[src/rtl/bpsk_pkg.sv]
// bpsk_pkg: shared types and constants for the BPSK receive path.
// ADC frame layout, capture FSM states and the sample type.
package bpsk_pkg;

  localparam int FRAME_BITS  = 16;
  localparam int LEAD_BITS   = 4;
  localparam int SAMPLE_BITS = 12;

  typedef enum logic [2:0] {
    IDLE,
    SETUP,
    SHIFT,
    HOLD,
    QUIET
  } adc_state_t;

  typedef logic [SAMPLE_BITS-1:0] sample_t;

endpackage

[src/rtl/sample_fifo.sv]
// sample_fifo: synchronous FIFO with occupancy output.
// Ports: push/push_data/push_ok in, pop_ready/head/valid out, level.
module sample_fifo #(
  parameter int WIDTH = 12,
  parameter int DEPTH = 8
) (
  input  logic                   clk,
  input  logic                   rst_n,
  input  logic                   push,
  input  logic [WIDTH-1:0]       push_data,
  output logic                   push_ok,
  input  logic                   pop_ready,
  output logic [WIDTH-1:0]       head,
  output logic                   valid,
  output logic [$clog2(DEPTH):0] level
);

  localparam int AW = $clog2(DEPTH);
  localparam int LW = AW + 1;
  localparam logic [LW-1:0] FULL = LW'(DEPTH);

  logic [WIDTH-1:0] mem [DEPTH];
  logic [AW-1:0]    wr_ptr;
  logic [AW-1:0]    rd_ptr;
  logic             pop;
  logic             wr;

  assign valid   = (level != '0);
  assign pop     = valid && pop_ready;
  // a full FIFO still takes the sample when the head leaves this cycle
  assign push_ok = (level != FULL) || pop;
  assign wr      = push && push_ok;
  assign head    = mem[rd_ptr];

  always_ff @(posedge clk or negedge rst_n) begin
    if (!rst_n) begin
      for (int i = 0; i < DEPTH; i++) mem[i] <= '0;
      wr_ptr <= '0;
      rd_ptr <= '0;
      level  <= '0;
    end else begin
      if (wr) begin
        mem[wr_ptr] <= push_data;
        wr_ptr      <= wr_ptr + AW'(1);
      end
      if (pop) rd_ptr <= rd_ptr + AW'(1);
      case ({wr, pop})
        2'b10:   level <= level + LW'(1);
        2'b01:   level <= level - LW'(1);
        default: level <= level;
      endcase
    end
  end

endmodule

[src/rtl/adc_spi_capture.sv]
// adc_spi_capture: serial ADC frame sequencer feeding a sample FIFO.
// Ports: sysclk, reset(n), enable, cs/sclk/sdo, sample stream, status.
module adc_spi_capture
  import bpsk_pkg::*;
#(
  parameter int CLK_DIV       = 1,
  parameter int SAMPLE_PERIOD = 250,
  parameter int FIFO_DEPTH    = 8
) (
  input  logic                        sysclk,
  input  logic                        reset,
  input  logic                        enable,
  output logic                        cs,
  output logic                        sclk,
  input  logic                        sdo,
  output logic [SAMPLE_BITS-1:0]      sample_tdata,
  output logic                        sample_tvalid,
  input  logic                        sample_tready,
  output logic [$clog2(FIFO_DEPTH):0] fifo_level,
  output logic [7:0]                  overflow_cnt,
  output logic                        format_err
);

  if (CLK_DIV < 1) begin : g_bad_div
    $error("CLK_DIV must be >= 1");
  end
  if (SAMPLE_PERIOD < 36 * CLK_DIV) begin : g_bad_period
    $error("SAMPLE_PERIOD too short for one frame");
  end
  if (FIFO_DEPTH < 2 || (FIFO_DEPTH & (FIFO_DEPTH - 1)) != 0) begin : g_bad_depth
    $error("FIFO_DEPTH must be a power of two >= 2");
  end

  localparam int PW = $clog2(SAMPLE_PERIOD);
  localparam int CW = $clog2(2 * CLK_DIV) + 1;
  localparam int BW = $clog2(FRAME_BITS);
  localparam logic [PW-1:0] P_LAST = PW'(SAMPLE_PERIOD - 1);
  localparam logic [CW-1:0] D_LAST = CW'(CLK_DIV - 1);
  localparam logic [CW-1:0] Q_LAST = CW'(2 * CLK_DIV - 1);
  localparam logic [BW-1:0] B_LAST = BW'(FRAME_BITS - 1);

  adc_state_t            state, state_d;
  logic [PW-1:0]         per_cnt;
  logic [CW-1:0]         cnt, cnt_d;
  logic [BW-1:0]         bit_idx, bit_d;
  logic                  cs_d, sclk_d;
  logic [FRAME_BITS-1:0] shreg;
  logic                  tick, cap, push, push_ok;
  sample_t               push_data;

  always_ff @(posedge sysclk or negedge reset) begin
    if (!reset)                per_cnt <= '0;
    else if (!enable)          per_cnt <= '0;
    else if (per_cnt == P_LAST) per_cnt <= '0;
    else                       per_cnt <= per_cnt + PW'(1);
  end

  assign tick = enable && (per_cnt == '0);

  always_comb begin
    state_d = state;
    cnt_d   = cnt;
    bit_d   = bit_idx;
    cs_d    = cs;
    sclk_d  = sclk;
    cap     = 1'b0;
    push    = 1'b0;
    unique case (state)
      IDLE: begin
        if (tick) begin
          state_d = SETUP;
          cnt_d   = '0;
          cs_d    = 1'b0;
          sclk_d  = 1'b1;
        end
      end
      SETUP: begin
        if (cnt == D_LAST) begin
          state_d = SHIFT;
          cnt_d   = '0;
          bit_d   = '0;
          sclk_d  = 1'b0;
        end else begin
          cnt_d = cnt + CW'(1);
        end
      end
      SHIFT: begin
        if (cnt != D_LAST) begin
          cnt_d = cnt + CW'(1);
        end else begin
          cnt_d = '0;
          if (!sclk) begin
            sclk_d = 1'b1;
            cap    = 1'b1;
          end else if (bit_idx == B_LAST) begin
            state_d = HOLD;
            push    = 1'b1;
          end else begin
            bit_d  = bit_idx + BW'(1);
            sclk_d = 1'b0;
          end
        end
      end
      HOLD: begin
        if (cnt == D_LAST) begin
          state_d = QUIET;
          cnt_d   = '0;
          cs_d    = 1'b1;
        end else begin
          cnt_d = cnt + CW'(1);
        end
      end
      QUIET: begin
        if (cnt == Q_LAST) begin
          cnt_d = '0;
          // a tick landing on the last quiet cycle starts the next frame
          if (tick) begin
            state_d = SETUP;
            cs_d    = 1'b0;
          end else begin
            state_d = IDLE;
          end
        end else begin
          cnt_d = cnt + CW'(1);
        end
      end
      default: state_d = IDLE;
    endcase
  end

  always_ff @(posedge sysclk or negedge reset) begin
    if (!reset) begin
      state   <= IDLE;
      cnt     <= '0;
      bit_idx <= '0;
      cs      <= 1'b1;
      sclk    <= 1'b1;
      shreg   <= '0;
    end else begin
      state   <= state_d;
      cnt     <= cnt_d;
      bit_idx <= bit_d;
      cs      <= cs_d;
      sclk    <= sclk_d;
      if (cap) shreg <= {shreg[FRAME_BITS-2:0], sdo};
    end
  end

  assign push_data = shreg[SAMPLE_BITS-1:0];

  always_ff @(posedge sysclk or negedge reset) begin
    if (!reset) begin
      overflow_cnt <= '0;
      format_err   <= 1'b0;
    end else begin
      if (push && !push_ok && overflow_cnt != 8'hFF)
        overflow_cnt <= overflow_cnt + 8'd1;
      if (push && |shreg[FRAME_BITS-1 -: LEAD_BITS])
        format_err <= 1'b1;
    end
  end

  sample_fifo #(
    .WIDTH(SAMPLE_BITS),
    .DEPTH(FIFO_DEPTH)
  ) u_fifo (
    .clk       (sysclk),
    .rst_n     (reset),
    .push      (push),
    .push_data (push_data),
    .push_ok   (push_ok),
    .pop_ready (sample_tready),
    .head      (sample_tdata),
    .valid     (sample_tvalid),
    .level     (fifo_level)
  );

endmodule
[config.mk]
export PLATFORM = sky130hd
export DESIGN_NAME = adc_spi_capture
export DESIGN_NICKNAME = d
export VERILOG_FILES = /design/src/rtl/bpsk_pkg.sv /design/src/rtl/sample_fifo.sv /design/src/rtl/adc_spi_capture.sv
export SDC_FILE = /design/constraint.sdc
export NUM_CORES = 1
export LEC_CHECK = 0
export BUFFER_PORTS_ARGS = -buffer_cell sky130_fd_sc_hd__buf_2
export CORE_MARGIN = 4
export CORE_UTILIZATION = 26
export CTS_CLUSTER_SIZE = 28
export DETAILED_ROUTE_END_ITERATION = 10
export HOLD_SLACK_MARGIN = 0.06
export SYNTH_ARGS = -nofsm -noshare
export SYNTH_HDL_FRONTEND = slang
export SYNTH_SLANG_ARGS = --single-unit
[constraint.sdc]
create_clock -name sysclk -period 2.95 [get_ports sysclk]
set_input_delay 0.4425 -clock sysclk [delete_from_list [all_inputs] [get_ports sysclk]]
set_output_delay 0.4425 -clock sysclk [all_outputs]
set_load 0.01 [all_outputs]
# Word level (Yosys, flattened, before mapping)
# Index checks and enable logic that the tools add are counted.
[op_classes]
mux = 44
n_reduce_logical = 26
order_cmp = 3
bitwise_logic = 2
eq_ne = 19
addsub = 8
[op_table]
columns = ["op", "n"]
rows = [
  ["96-bit bitwise mux", 1],
  ["12-bit binary-select mux with 3-bit select", 1],
  ["12-bit demux with 3-bit select", 1],
  ["12-bit 2-to-1 mux", 3],
  ["3-bit 2-to-1 mux", 7],
  ["8-bit by 1-bit adder with 8-bit output (second input constant)", 2],
  ["4-bit 2-to-1 mux", 4],
  ["8-bit 2-to-1 mux", 2],
  ["2-bit != test (second input constant)", 8],
  ["4-bit one-hot mux with 2 select lines", 2],
  ["1-bit 2-to-1 mux", 15],
  ["3-bit one-hot mux with 5 select lines", 1],
  ["4-bit by 1-bit adder with 4-bit output (second input constant)", 2],
  ["8-bit equality test (second input constant)", 1],
  ["4-bit >= comparator (second input constant)", 2],
  ["8-bit logical NOT", 1],
  ["2-bit 2-to-1 mux", 4],
  ["8-bit != test (second input constant)", 1],
  ["3-bit NOT with 4-bit output", 2],
  ["2-bit one-hot mux with 4 select lines", 1],
  ["4-bit nonzero test", 2],
  ["1-bit logical AND", 7],
  ["7-bit AND reduction", 1],
  ["3-bit by 1-bit adder with 3-bit output (second input constant)", 2],
  ["other kinds (23)", 29],
]
[word_totals]
output_inout_bits = 28
reg_bits = 150
wordCells = 122
in_bits = 5

# Longest topological paths before layout
[logic_depth]
ltp_word = 8
depth_mapped = 11
mapped_depth_nobuf = 10

# Hierarchy
# Synthesis repeated with hierarchy kept, for this count alone.
[hier_totals]
cells_unflattened = 503
area_unflattened_um2 = 7133.1
[modules_own_cells]
columns = ["module", "seq_area_each_um2", "instances", "area_each_um2", "cells_per_inst"]
rows = [
  ["sample_fifo", 2652.5, 1, 4991.0, 309],
  ["adc_spi_capture", 1103.6, 1, 2142.1, 194],
]

# Worst setup path after synthesis
# Ideal clock, no wire load.
[synth_timing]
kind = "register to register"
startpoint = "register u_fifo.level[1]"
endpoint = "register u_fifo.level[3]"
arrival_time_ns = 2.484
required_time_ns = 2.834
setup_time_ns = 0.116
slack_ns = 0.351
stages_incl_launch_ff = 9
cell_sequence = "dfrtp_1 > or4_1 > and2_1 > clkbuf_1 > ha_1 > ha_1 > a21oi_1 > o21ai_0 > o311ai_0"
[synth_via]
elab_chain_len = 6
word_cells_on_any_way = 11
cone_classes = "add/sub: 2; eq/ne: 3; mux: 1; reduce/logical: 5"
[synth_lines]
columns = ["element", "line", "rtl"]
rows = [
  ["start: declaration", "sample_fifo.sv:15", "output logic [$clog2(DEPTH):0] level"],
  ["start signal: assignment", "sample_fifo.sv:48", "2'b10: level <= level + LW'(1);"],
  ["start signal: assignment", "sample_fifo.sv:49", "2'b01: level <= level - LW'(1);"],
  ["start signal: assignment", "sample_fifo.sv:50", "default: level <= level;"],
  ["4-bit nonzero test (*)", "sample_fifo.sv:28", "assign valid = (level != '0);"],
  ["net sample_tvalid", "adc_spi_capture.sv:17", "output logic sample_tvalid,"],
  ["1-bit logical AND (*)", "sample_fifo.sv:29", "assign pop = valid && pop_ready;"],
  ["net u_fifo.pop", "sample_fifo.sv:25", "logic pop;"],
  ["1-bit logical OR", "sample_fifo.sv:31", "assign push_ok = (level != FULL) || pop;"],
  ["1-bit logical AND", "sample_fifo.sv:32", "assign wr = push && push_ok;"],
  ["2-bit by 1-bit equality test with 1-bit output or 2-bit equality test (tied branches)", "sample_fifo.sv:47", "case ({wr, pop})"],
  ["4-bit one-hot mux with 2 select lines or 2-bit nonzero test (tied branches)", "-", ""],
]
# The timed path passes the listed nets; every way through them passes the cells marked *.
# A chain may end at the register's enable or synchronous reset.

# Final worst setup path
[layout_timing]
startpoint = "register u_fifo.rd_ptr[0]"
endpoint = "output port sample_tdata[11]"
[layout_via]
elab_chain_len = 4
[layout_lines]
columns = ["element", "line", "rtl"]
rows = [
  ["start: declaration", "sample_fifo.sv:24", "logic [AW-1:0] rd_ptr;"],
  ["start signal: assignment", "sample_fifo.sv:46", "if (pop) rd_ptr <= rd_ptr + AW'(1);"],
  ["3-bit NOT with 4-bit output (implied by the code)", "sample_fifo.sv:33", "assign head = mem[rd_ptr];"],
  ["12-bit binary-select mux with 3-bit select", "sample_fifo.sv:33", ""],
  ["12-bit 2-to-1 mux (implied by the code) (2 in series)", "sample_fifo.sv:33", ""],
  ["end: declaration", "adc_spi_capture.sv:16", "output logic [SAMPLE_BITS-1:0] sample_tdata,"],
]
# Every way passes these cells. The select of a mux whose other input is x is not followed.

==> impl_metrics.toml <==
[run_status]
status = "completed"

[routing]
ant_nets = 0
routed_wl_mm = 14.2
first_pass_iters = 4
dr_wl_met2_mm = 6.44
drc = 0
top_layer = "met5"
drt_iter0_drc = 269
routedWlPerCell_um = 15.3
viasPerCell = 4.48
wl_met3_um = 451
routed-via-count = 4174
wl_met1_mm = 7.23

[sta]
worst_pin_slew_ps = 994
whs_ps = 47.3
hold_viol_final = 0
finalCritPeriodShare_pct = 89.0
rsz0062_at_grt = "no"
drv_slew = 0
fmax_mhz = 381
finClkSkew_ps = 14.9
slew_headroom_pct = 33.2
setup_viol = 0
min_period_ps = 2630
final.setup.tns_ps = 0

[finish]
fillers = 2755
syn2layout_area_growth_pct = 17.2
n_antenna_cell = 0
drive_gt1_share_pct = 44.4
num-nets-final = 565

[hold_path]
min_path_type = "input pin to asynchronous set/reset pin"

[clocking]
worstSkewPairLatency_ps = 420
cts_setup_buffers = 0
cts.clk_slew.worst_paths_ps = 70
numCtsBuffers = 17
cts_buffer_depth = 2
hold_buffers = 0
cts_resized = 0
htreeDepth = 4
cts_sinks = 150
cts-root-buf = "clkbuf_16"
cts_tree = "done"

[logic_synthesis]
synth_edf_count = 0
ys_types = 55
synth-compound-area-share_pct = 3.17
synthFlopType = "dfrtp_1"
yosys.area_share.adder_pct = 2.53
yosysMostFrequentCell = "dfrtp_1"
synth_mux_area_share_pct = 28.6
yosys.area.top_type = "dfrtp_1"
yosys.area_share.simple_pct = 8.94
ys_ff_latch = 150
synth_top_family_by_area = "multiplexers"
syn_area_um2 = 7220
async_flop_share_pct = 100
synth_area_leaders = "dfrtp_1 (51%), mux2_2 (17%), mux4_2 (7.5%), mux2_4 (4.2%), ha_1 (2.3%)"
yosys-top-cells-count = "dfrtp_1 (148), mux2_2 (108), mux4_2 (24)"
synthesis.nets = 525
avgSynthCellArea_um2 = 14.3
yosysWarningCount = 0
synthCells = 506
synth_top_area_share_pct = 51.3
synth_xor_area_share_pct = 1.70
ys_seq_area_share_pct = 52.0

[global_route]
grt_usage_pct = 9.73
antenna_found_initial = 1
grt_overflow = 0
grt_pass1_wl_mm = 23.7
grt_max_degree = 81
grt_pass1_vias = 4234

[power_and_ir_drop]
p_leak_nw = 3.78
p_per_area_nw_per_um2 = 786
irDropWorstVdd_mv = 0.376

[worst_setup_path]
worstPathMaxFanout = 21
crit_path_top_delay_cell = "mux4_2"
path_cells = "buf_12, mux4_2, mux2_2, buf_2"
start_kind = "flop"
r2r-end = "u_fifo.level[3]$_DFFE_PN0P_"
crit_arrival_ps = 2180
r2r_start = "u_fifo.level[1]$_DFFE_PN0P_"
reg2reg_depth = 7
critPathMaxStageDelay_ps = 530
path_class = "flop to primary output"
end_kind = "primary output"
critPathRequiredTime_ps = 2510
rrSetupSlack_ps = 380

[floorplan]
ios = 33
num_rows = 60
fp.dieW_um = 175
die_area_um2 = 30500
initial_core_util_pct = 26.6
die_h_um = 175
design.core.area_um2 = 27200

[place]
hpwlAfterDp_mm = 8.88
portBuffers = 32
gp_congestion = 0.741

[flow_run]
maxCapViolCount = 0
-- registers in the layout, summed over array words and instances (netlist names) --
signal and count:
cnt 2, state 3, u_fifo.level 4, u_fifo.wr_ptr 3, shreg 16, format_err 1
u_fifo.mem 96, overflow_cnt 8, bit_idx 4, cs 1, per_cnt 8, sclk 1
u_fifo.rd_ptr 3
-- per-stage QoR --
| step | std cells | total power [mW] | setup slack [ps] | cell area (µm²) | util, % |
|---|---|---|---|---|---|
| after floorplan | 506 | 3.89 | 351 | 7220 | - |
| after global placement | 899 | 4.41 | 426 | 7850 | 28.9 |
| after detailed placement | 899 | 4.43 | 389 | 7850 | 28.9 |
| after CTS | 931 | 6.76 | 265 | 8470 | 31.2 |
| after global routing | 931 | 7.07 | 157 | 8470 | 31.2 |
| final | 931 | 6.65 | 325 | 8470 | 31.2 |
-- critical path: cells and delay by family, from the launching register on --
kind,cells,cell delay (ps)
buf+inv,2,410
flops,1,500
mux,2,850
-- power breakdown --
group          leakage [nW]  internal [mW]  switching [mW]
logic                  1.49          0.765           0.718
registers              1.98           2.35           0.522
clock network         0.302           1.36           0.934
total                  3.78           4.48            2.17
-- layout make-up --
type	count	area [µm²]	share of cell area [%]
flip-flops and latches	150	3760	44.4
multi-input cells	318	3260	38.5
well taps	372	465	5.50
clock buffers	18	429	5.07
repair buffers	48	324	3.83
clock inverters	14	189	2.23
inverters	11	41.3	0.488
-- how the worst max path moves through the flow --
stage,start,to,slack (ps),cells after the start
5_1_grt,cnt[0]$_DFFE_PN0P_,u_fifo.level[3]$_DFFE_PN0P_,160,9
6_report,u_fifo.rd_ptr[0]$_DFFE_PN0P_,sample_tdata[11],320,4
3_3_place_gp,u_fifo.level[1]$_DFFE_PN0P_,u_fifo.level[3]$_DFFE_PN0P_,430,7
4_1_cts,u_fifo.rd_ptr[0]$_DFFE_PN0P_,sample_tdata[11],270,4
3_5_place_dp,u_fifo.level[0]$_DFFE_PN0P_,u_fifo.level[3]$_DFFE_PN0P_,390,7
2_1_floorplan,u_fifo.level[1]$_DFFE_PN0P_,u_fifo.level[3]$_DFFE_PN0P_,350,8
-- cells by family (layout without fill, tap and decap cells) --
family,after synthesis,after routing
muxes,153,153
buffers and inverters,38,91
DFF,150,150
adders and majority gates,14,14
and+or+nand+nor,102,102
xor gates and xnor gates,14,14
AOI/OAI and AO/OA,35,35
-- cell usage in the layout, fill, tap and decap left out, types with 4 or more instances in the layout --
| cell | instances |
|---|---|
| inv_1 | 11 |
| xor2_1 | 10 |
| nand2_1 | 20 |
| nand2b_1 | 6 |
| clkbuf_16 | 17 |
| mux2_4 | 20 |
| nand3_1 | 15 |
| xnor2_1 | 4 |
| dfrtp_1 | 147 |
| a21oi_1 | 8 |
| buf_4 | 13 |
| nor4_1 | 4 |
| or3_1 | 7 |
| ha_1 | 13 |
| buf_2 | 31 |
| inv_6 | 5 |
| mux2_2 | 108 |
| nor3_1 | 5 |
| nor2_1 | 14 |
| o21ai_0 | 15 |
| mux4_2 | 24 |
-- per-layer routing --
metal	vias to the layer above	global-route usage, %
li1	1944	-
met1	2167	13.9
met2	48	14.6
met3	13	2.77
met4	2	2.45
met5	-	0
Power figures use the tool's default switching activity.
